## src/rtl/wrap_counter_if.sv

```systemverilog
// wrap_counter_if: control and status bundle for wrap_counter
interface wrap_counter_if #(
   parameter int WIDTH = 24
);
   logic             en;
   logic             dir;
   logic             oneshot;
   logic             clear;
   logic             load;
   logic [WIDTH-1:0] load_val;
   logic [WIDTH-1:0] count;
   logic             tc;
   logic             done;
   modport master (output en, dir, oneshot, clear, load, load_val, input count, tc, done);
   modport slave  (input en, dir, oneshot, clear, load, load_val, output count, tc, done);
endinterface

```

## src/rtl/wrap_counter.sv

```systemverilog
// wrap_counter: START..LIMIT up/down range counter, wrap or one-shot; WRAP_COUNTER_PRESCALE_EN adds a step prescaler
module wrap_counter #(
   parameter int               WIDTH    = 24,
   parameter logic [WIDTH-1:0] START    = 24'h100,
   parameter logic [WIDTH-1:0] LIMIT    = 24'd999900,
   parameter int               PRESCALE = 1
) (
   input logic           clk,
   input logic           rst,
   wrap_counter_if.slave bus
);
   logic [WIDTH-1:0] count, clamped, stepped;
   logic             tc, done, at_end, step;

   if (PRESCALE < 1) begin : g_bad_prescale
      $error("wrap_counter: PRESCALE must be >= 1");
   end
   if (START >= LIMIT) begin : g_bad_range
      $error("wrap_counter: START must be below LIMIT");
   end

   // load clamp and the next value a step would produce, including wrap/hold at the bound
   always_comb begin
      clamped = bus.load_val > LIMIT ? LIMIT : (bus.load_val < START ? START : bus.load_val);
      at_end  = bus.dir ? count == START : count == LIMIT;
      stepped = at_end ? (bus.oneshot ? count : (bus.dir ? LIMIT : START))
                       : (bus.dir ? count - 1'b1 : count + 1'b1);
   end

`ifdef WRAP_COUNTER_PRESCALE_EN
   localparam int PW = PRESCALE > 1 ? $clog2(PRESCALE) : 1;
   logic [PW-1:0] pre;
   logic          hit;
   assign hit  = pre == PW'(PRESCALE - 1);
   assign step = bus.en & ~done & hit;

   // prescaler phase advances on enabled cycles and restarts on clear/load
   always_ff @(posedge clk or posedge rst) begin
      if (rst) pre <= '0;
      else if (bus.clear || bus.load) pre <= '0;
      else if (bus.en && !done) pre <= hit ? '0 : pre + 1'b1;
   end
`else
   assign step = bus.en & ~done;
`endif

   // count, terminal pulse and sticky done; clear beats load beats step
   always_ff @(posedge clk or posedge rst) begin
      if (rst) begin
         count <= START;
         tc    <= 1'b0;
         done  <= 1'b0;
      end else begin
         tc <= 1'b0;
         if (bus.clear) begin
            count <= bus.dir ? LIMIT : START;
            done  <= 1'b0;
         end else if (bus.load) begin
            count <= clamped;
            done  <= 1'b0;
         end else if (step) begin
            count <= stepped;
            tc    <= at_end;
            done  <= at_end & bus.oneshot;
         end
      end
   end

   assign bus.count = count;
   assign bus.tc    = tc;
   assign bus.done  = done;
endmodule

```

## src/flat_wrapper.sv

```systemverilog
// flat-port wrapper written by rule: the top's interface ports become plain ports
module wrap_counter_flat 
#(
   parameter int               WIDTH    = 24,
   parameter logic [WIDTH-1:0] START    = 24'h100,
   parameter logic [WIDTH-1:0] LIMIT    = 24'd999900,
   parameter int               PRESCALE = 1
)
  (clk, rst, bus_en, bus_dir, bus_oneshot, bus_clear, bus_load, bus_load_val, bus_count, bus_tc, bus_done);
  wrap_counter_if #(.WIDTH(WIDTH)) bus_i ();
  input logic clk;
  input logic rst;
  input wire logic [$bits(bus_i.en)-1:0] bus_en;
  input wire logic [$bits(bus_i.dir)-1:0] bus_dir;
  input wire logic [$bits(bus_i.oneshot)-1:0] bus_oneshot;
  input wire logic [$bits(bus_i.clear)-1:0] bus_clear;
  input wire logic [$bits(bus_i.load)-1:0] bus_load;
  input wire logic [$bits(bus_i.load_val)-1:0] bus_load_val;
  output wire logic [$bits(bus_i.count)-1:0] bus_count;
  output wire logic [$bits(bus_i.tc)-1:0] bus_tc;
  output wire logic [$bits(bus_i.done)-1:0] bus_done;
  assign bus_i.en = bus_en;
  assign bus_i.dir = bus_dir;
  assign bus_i.oneshot = bus_oneshot;
  assign bus_i.clear = bus_clear;
  assign bus_i.load = bus_load;
  assign bus_i.load_val = bus_load_val;
  assign bus_count = bus_i.count;
  assign bus_tc = bus_i.tc;
  assign bus_done = bus_i.done;
  wrap_counter #(.WIDTH(WIDTH), .START(START), .LIMIT(LIMIT), .PRESCALE(PRESCALE)) u_core (.clk(clk), .rst(rst), .bus(bus_i));
endmodule
```

## config.mk

```make
export PLATFORM = sky130hd
export DESIGN_NAME = wrap_counter_flat
export DESIGN_NICKNAME = d
export VERILOG_FILES = /design/src/rtl/wrap_counter_if.sv /design/src/rtl/wrap_counter.sv /design/src/flat_wrapper.sv
export SDC_FILE = /design/constraint.sdc
export NUM_CORES = 1
export LEC_CHECK = 0
export ABC_AREA = 1
export CAP_MARGIN = 5
export CORE_UTILIZATION = 58
export DETAILED_ROUTE_END_ITERATION = 8
export HOLD_SLACK_MARGIN = 0.06
export MAX_ROUTING_LAYER = met4
export PLACE_DENSITY = 0.87
export SETUP_SLACK_MARGIN = 0.2
export SLEW_MARGIN = 40
export SYNTH_ARGS = -nofsm -noshare
export SYNTH_HDL_FRONTEND = slang
export SYNTH_SLANG_ARGS = --single-unit
```

## constraint.sdc

```tcl
create_clock -name clk -period 3.9 [get_ports clk]
set_input_delay 0.585 -clock clk [delete_from_list [all_inputs] [get_ports clk]]
set_output_delay 0.585 -clock clk [all_outputs]
set_load 0.02 [all_outputs]
```

======== Yosys cells after proc, flatten, opt, wreduce, memory -nomap -nowiden ========
Index checks and enable logic that the tools add are counted.
storage, ports and cells
  bits in registers ....................... 26
  output and inout bits ................... 26
  word-level logic and storage cells ...... 31
cells by class
  add/subtract/negate cells ............... 2
  magnitude comparators ................... 2
  equality and inequality tests ........... 3
  muxes and demuxes ....................... 16
  bitwise logic cells ..................... 3
  reduce and logical (&&, ||, !) cells .... 2
operators with widths
  cell                   number
  $mux 24                8
  $add 24x1->24 const B  1
  $eq 24x20->1 const B   1
  $eq 24x9->1 const B    1
  $gt 24x20->1 const B   1
  $lt 24x9->1 const B    1
  $sub 24x1->24 const B  1
  $mux 20                1
  $mux 1                 7
  $ne 4x4->1 const B     1
  $reduce_bool 3->1      1
  $and 1x1->1            2
  $reduce_and 2->1       1
  $not 1->1              1

======== Depth between registers and ports, before layout ========
  word-level depth ........................ 6
  mapped depth ............................ 15

======== Worst setup path after synthesis ========
No wires, ideal clock.
  kind .................................... input to register
  start point ............................. in bus_dir
  end point ............................... reg u_core.count[2], in the netlist u_core.bus.count[2]
  data arrival time ....................... 1917 ps
  data required time ...................... 3780 ps
  path slack .............................. 1863 ps
  stages .................................. 12
  path buffers ............................ 1
  path through ............................ ha_1 > buf_6 > nand2_1 > nor3_1 > nand2_1 > nor2_4 > nand2_4 > inv_2 > a21oi_2 > o21ai_0 > nand3_2 > nand2_1
between the ends
  cells in the longest elaborated chain, start to end .. 6
  elaborated cells on any way between the ends .. 10
  those cells by class .................... 1 x eq/ne; 8 x mux; 1 x reduce/logical
RTL lines
  element               RTL line                                source
  from (decl)           flat_wrapper.sv:14                      input wire logic [$bits(bus_i.dir)-1:0] bus_dir;
  $mux 20               wrap_counter.sv:26, wrap_counter.sv:56
  $mux 24 (2 in a row)  wrap_counter.sv:26                      stepped = at_end ? (bus.oneshot ? count : (bus.dir ? LIMIT : START))
  $mux 24               wrap_counter.sv:61                      end else if (step) begin
  $mux 24               wrap_counter.sv:58                      end else if (bus.load) begin
  $mux 24               wrap_counter.sv:55                      if (bus.clear) begin
  to (signal assigned)  wrap_counter.sv:56                      count <= bus.dir ? LIMIT : START;
  to (signal assigned)  wrap_counter.sv:59                      count <= clamped;
  to (signal assigned)  wrap_counter.sv:62                      count <= stepped;
  to (decl)             wrap_counter.sv:12                      logic [WIDTH-1:0] count, clamped, stepped;
Several ways; a longest one is shown, not always the timed one. The select of a mux whose other input is x is not followed.
A chain may end at the register's enable or synchronous reset.

======== Final worst setup path ========
  start point ............................. in bus_dir
  end point ............................... reg u_core.count[4], in the netlist u_core.bus.count[4]
The elaborated chain is that of the path after synthesis.

==> impl_metrics.json <==
{
  "status": "complete, no violations",
  "rsz0062_at_grt": "no",
  "hpwlAfterDp_mm": 8.21,
  "crit_chain": "clkdlybuf4s50_1 -> buf_4 -> ha_1 -> nand2_1 -> nor3_1 -> nand2_1 -> nor2_4 -> nand2_4 -> inv_2 -> a21oi_2 -> o21ai_0 -> nand3_1 -> nand2_1",
  "routabilityCongestion": 0.992,
  "r2r_slack_ns": 1.63,
  "worstPathMaxFanout": 26,
  "syn2layout_area_growth_pct": 20.9,
  "hp-start": "u_core.bus.done",
  "fin_skew_ns": 0.00454,
  "post_drt_wl_per_cell_um": 15.4,
  "post-route-period-util": 0.739,
  "final-setup-viol-count": 0,
  "rows": 26,
  "crit_top_cell": "nand2_1",
  "yosys_warnings": 0,
  "die_height_um": 75.9,
  "core_sq_um": 5170,
  "synth_edf_count": 0,
  "critical_path.top_delay_family": "buffers and inverters",
  "clock-sinks": 26,
  "min-delay-path-class": "flop to flop",
  "final_layout_size_suffix_gt1_frac": 0.0547,
  "cts_buffers": 3,
  "cts_resized": 0,
  "syn_avg_cell_area_sq_um": 5.99,
  "yosysSeqAreaShare": 0.206,
  "drtIter0Drc": 406,
  "cts-root-to-sink-buffers": 2,
  "netlist_area_sq_um": 3170,
  "required_ns": 4.06,
  "crit_start": "bus_dir",
  "cts_tree": "yes",
  "min_path_cells": 2,
  "routed_wl_mm": 10.1,
  "final_net_count": 640,
  "final_util": 0.740,
  "grt_overflow_total": 0,
  "worstReg2RegStart": "u_core.bus.count[2]",
  "crit_path_top_delay_cell": "clkdlybuf4s50_1",
  "synth_ff_type": "dfrtp_1",
  "io_pins": 57,
  "viasPerCell": 5.78,
  "whs_ns": 0.566,
  "regArea_sq_um": 652,
  "synthCells": 529,
  "cp-end-kind": "flop",
  "synth-seq-cells": 26,
  "arrival_ns": 3.05,
  "drcViolationCount": 0,
  "relSlewSlack": 0.633,
  "startpoint_type": "primary input",
  "setup_tns_ns": 0,
  "path_class": "primary input to flop",
  "multi_input_area_sq_um": 2240,
  "antenna_found_initial": 0,
  "path_clk_slew_ns": 0.09,
  "portBuffers": 56,
  "num_vias": 3784,
  "hold_viol": 0,
  "slew_violations": 0,
  "synth_fp_nets": 583,
  "antenna_left": 0,
  "p_per_area_nw_per_um2": 306,
  "drt_first_pass_iters": 5,
  "grt_pass1_vias": 3540,
  "grt_max_degree": 27,
  "timing.rr.end": "u_core.bus.count[18]",
  "yosysUniqueCellTypes": 35,
  "start_util": 0.612,
  "grt_pass1_wl_mm": 16.4,
  "ys_async_sr_fraction": 1.00,
  "h-tree-depth": 1,
  "leakagePower_nw": 2.01,
  "hold_end": "u_core.bus.done",
  "fmax_mhz": 347,
  "diodes": 0,
  "fillers": 452,
  "drv_cap": 0,
  "crit_buf_inv": 3,
  "die-area_sq_um": 5760,
  "grtUsageTotal": 0.367,
  "max_stage_delay_ns": 0.46,
  "die_w_um": 75.9,
  "cts_setup_buffers": 0,
  "clk_latency_ns": 0.27,
  "reg2reg_depth": 12,
  "worst_pin_slew_ns": 0.549,
  "cts-hold-fix-buffers": 0,
  "path_depth": 13,
  "cts_root_buf": "clkbuf_8",
  "peakVddDrop_mv": 0.220,
  "min_period_ns": 2.88
}
[sequential cells by signal, summed over array words and instances, names as in the netlist]
signal and count:
u_core.bus.count 24, u_core.bus.done 1, u_core.bus.tc 1
[Yosys cell counts (all sizes together) (4+ instances only)]
library cell | number | area, sq um
dfrtp | 25 | 626
nand4 | 11 | 68.8
a21oi | 30 | 154
nand2 | 199 | 769
buf | 5 | 50.0
or2 | 4 | 25.0
inv | 60 | 225
o21ai | 20 | 100
ha | 22 | 275
o21bai | 4 | 30.0
nand3 | 54 | 310
nor3 | 13 | 70.1
xnor2 | 5 | 43.8
nor2 | 58 | 251
nand3b | 11 | 82.6
[worst max-delay path by stage]
stage / endpoint / slack, ns
after floorplan: u_core.bus.count[2] / 1.86
after global placement: u_core.bus.count[18] / 0.86
after detailed placement: u_core.bus.count[2] / 0.79
after CTS: u_core.bus.count[4] / 1.05
after global routing: u_core.bus.count[17] / 0.88
final: u_core.bus.count[4] / 1.02
[layout make-up]
class                   count  share of cell area
well taps                  70              0.0229
flip-flops and latches     26               0.170
inverters                  61              0.0598
clock buffers               4              0.0144
multi-input cells         437               0.584
repair buffers             57               0.148
[cells by family after synthesis]
kind of cell | synth area share
XOR/XNOR | 0.0166
adder cells (fa/ha/maj) | 0.0932
flip-flops | 0.206
AND/OR/NAND/NOR | 0.502
AO/OA/AOI/OAI | 0.0944
buffers and inverters | 0.0881
[placed cells by master (no fill, tap or decap), types with 2 or more instances in the layout]
| cell | Yosys | routed |
|---|---|---|
| nor2_4 | 2 | 2 |
| nand2_4 | 2 | 2 |
| dfrtp_1 | 25 | 25 |
| nand3_1 | 46 | 46 |
| inv_2 | 2 | 3 |
| nand4_1 | 11 | 11 |
| a21oi_1 | 29 | 29 |
| o21bai_1 | 4 | 4 |
| clkdlybuf4s50_1 | 0 | 56 |
| nor3_1 | 12 | 12 |
| nand3b_1 | 11 | 11 |
| nand3_2 | 8 | 8 |
| ha_1 | 22 | 22 |
| inv_1 | 58 | 57 |
| nand2_2 | 3 | 3 |
| xnor2_1 | 5 | 5 |
| nor2_1 | 54 | 54 |
| nand2_1 | 194 | 194 |
| clkbuf_8 | 0 | 4 |
| o21ai_0 | 20 | 20 |
| or2_2 | 4 | 4 |
[worst register-to-register path, stage by stage (launching register included)]
cell and delay (ns):
dfrtp_1 0.42, ha_1 0.43, nand2_1 0.14, nor3_1 0.15
nand2_1 0.12, nor2_4 0.14, nand3_2 0.11, nand2_4 0.28
nor2_8 0.13, nand2_1 0.11, inv_1 0.04, nand2_1 0.05
nand2_1 0.05
[metal layers]
layer	part of all wire	global-route usage	up-vias	routed length, um
li1	-	-	1831	-
met1	0.44	0.486	1729	4430
met2	0.46	0.595	198	4620
met3	0.077	0.0349	26	779
met4	0.023	0.113	0	235
met5	0	-	-	0
[where the power goes]
group / switching [mW] / leakage [nW] / internal [mW] / total (mW)
registers: 0.0454 / 0.327 / 0.299 / 0.344
logic: 0.403 / 1.65 / 0.250 / 0.653
clock network: 0.0840 / 0.0288 / 0.0902 / 0.174
[per-stage QoR]
| stage | setup slack, ns | power [mW] | instances | cell area, sq um |
|---|---|---|---|---|
| 3_5_place_dp | 0.786 | 0.981 | 651 | 3770 |
| 4_1_cts | 1.05 | 1.16 | 655 | 3830 |
| 2_1_floorplan | 1.86 | 0.764 | 529 | 3170 |
| 5_1_grt | 0.881 | 1.25 | 655 | 3830 |
| 6_report | 1.02 | 1.17 | 655 | 3830 |
| 3_3_place_gp | 0.864 | 0.964 | 651 | 3770 |
Note: power is estimated with default switching activity, not from simulation.
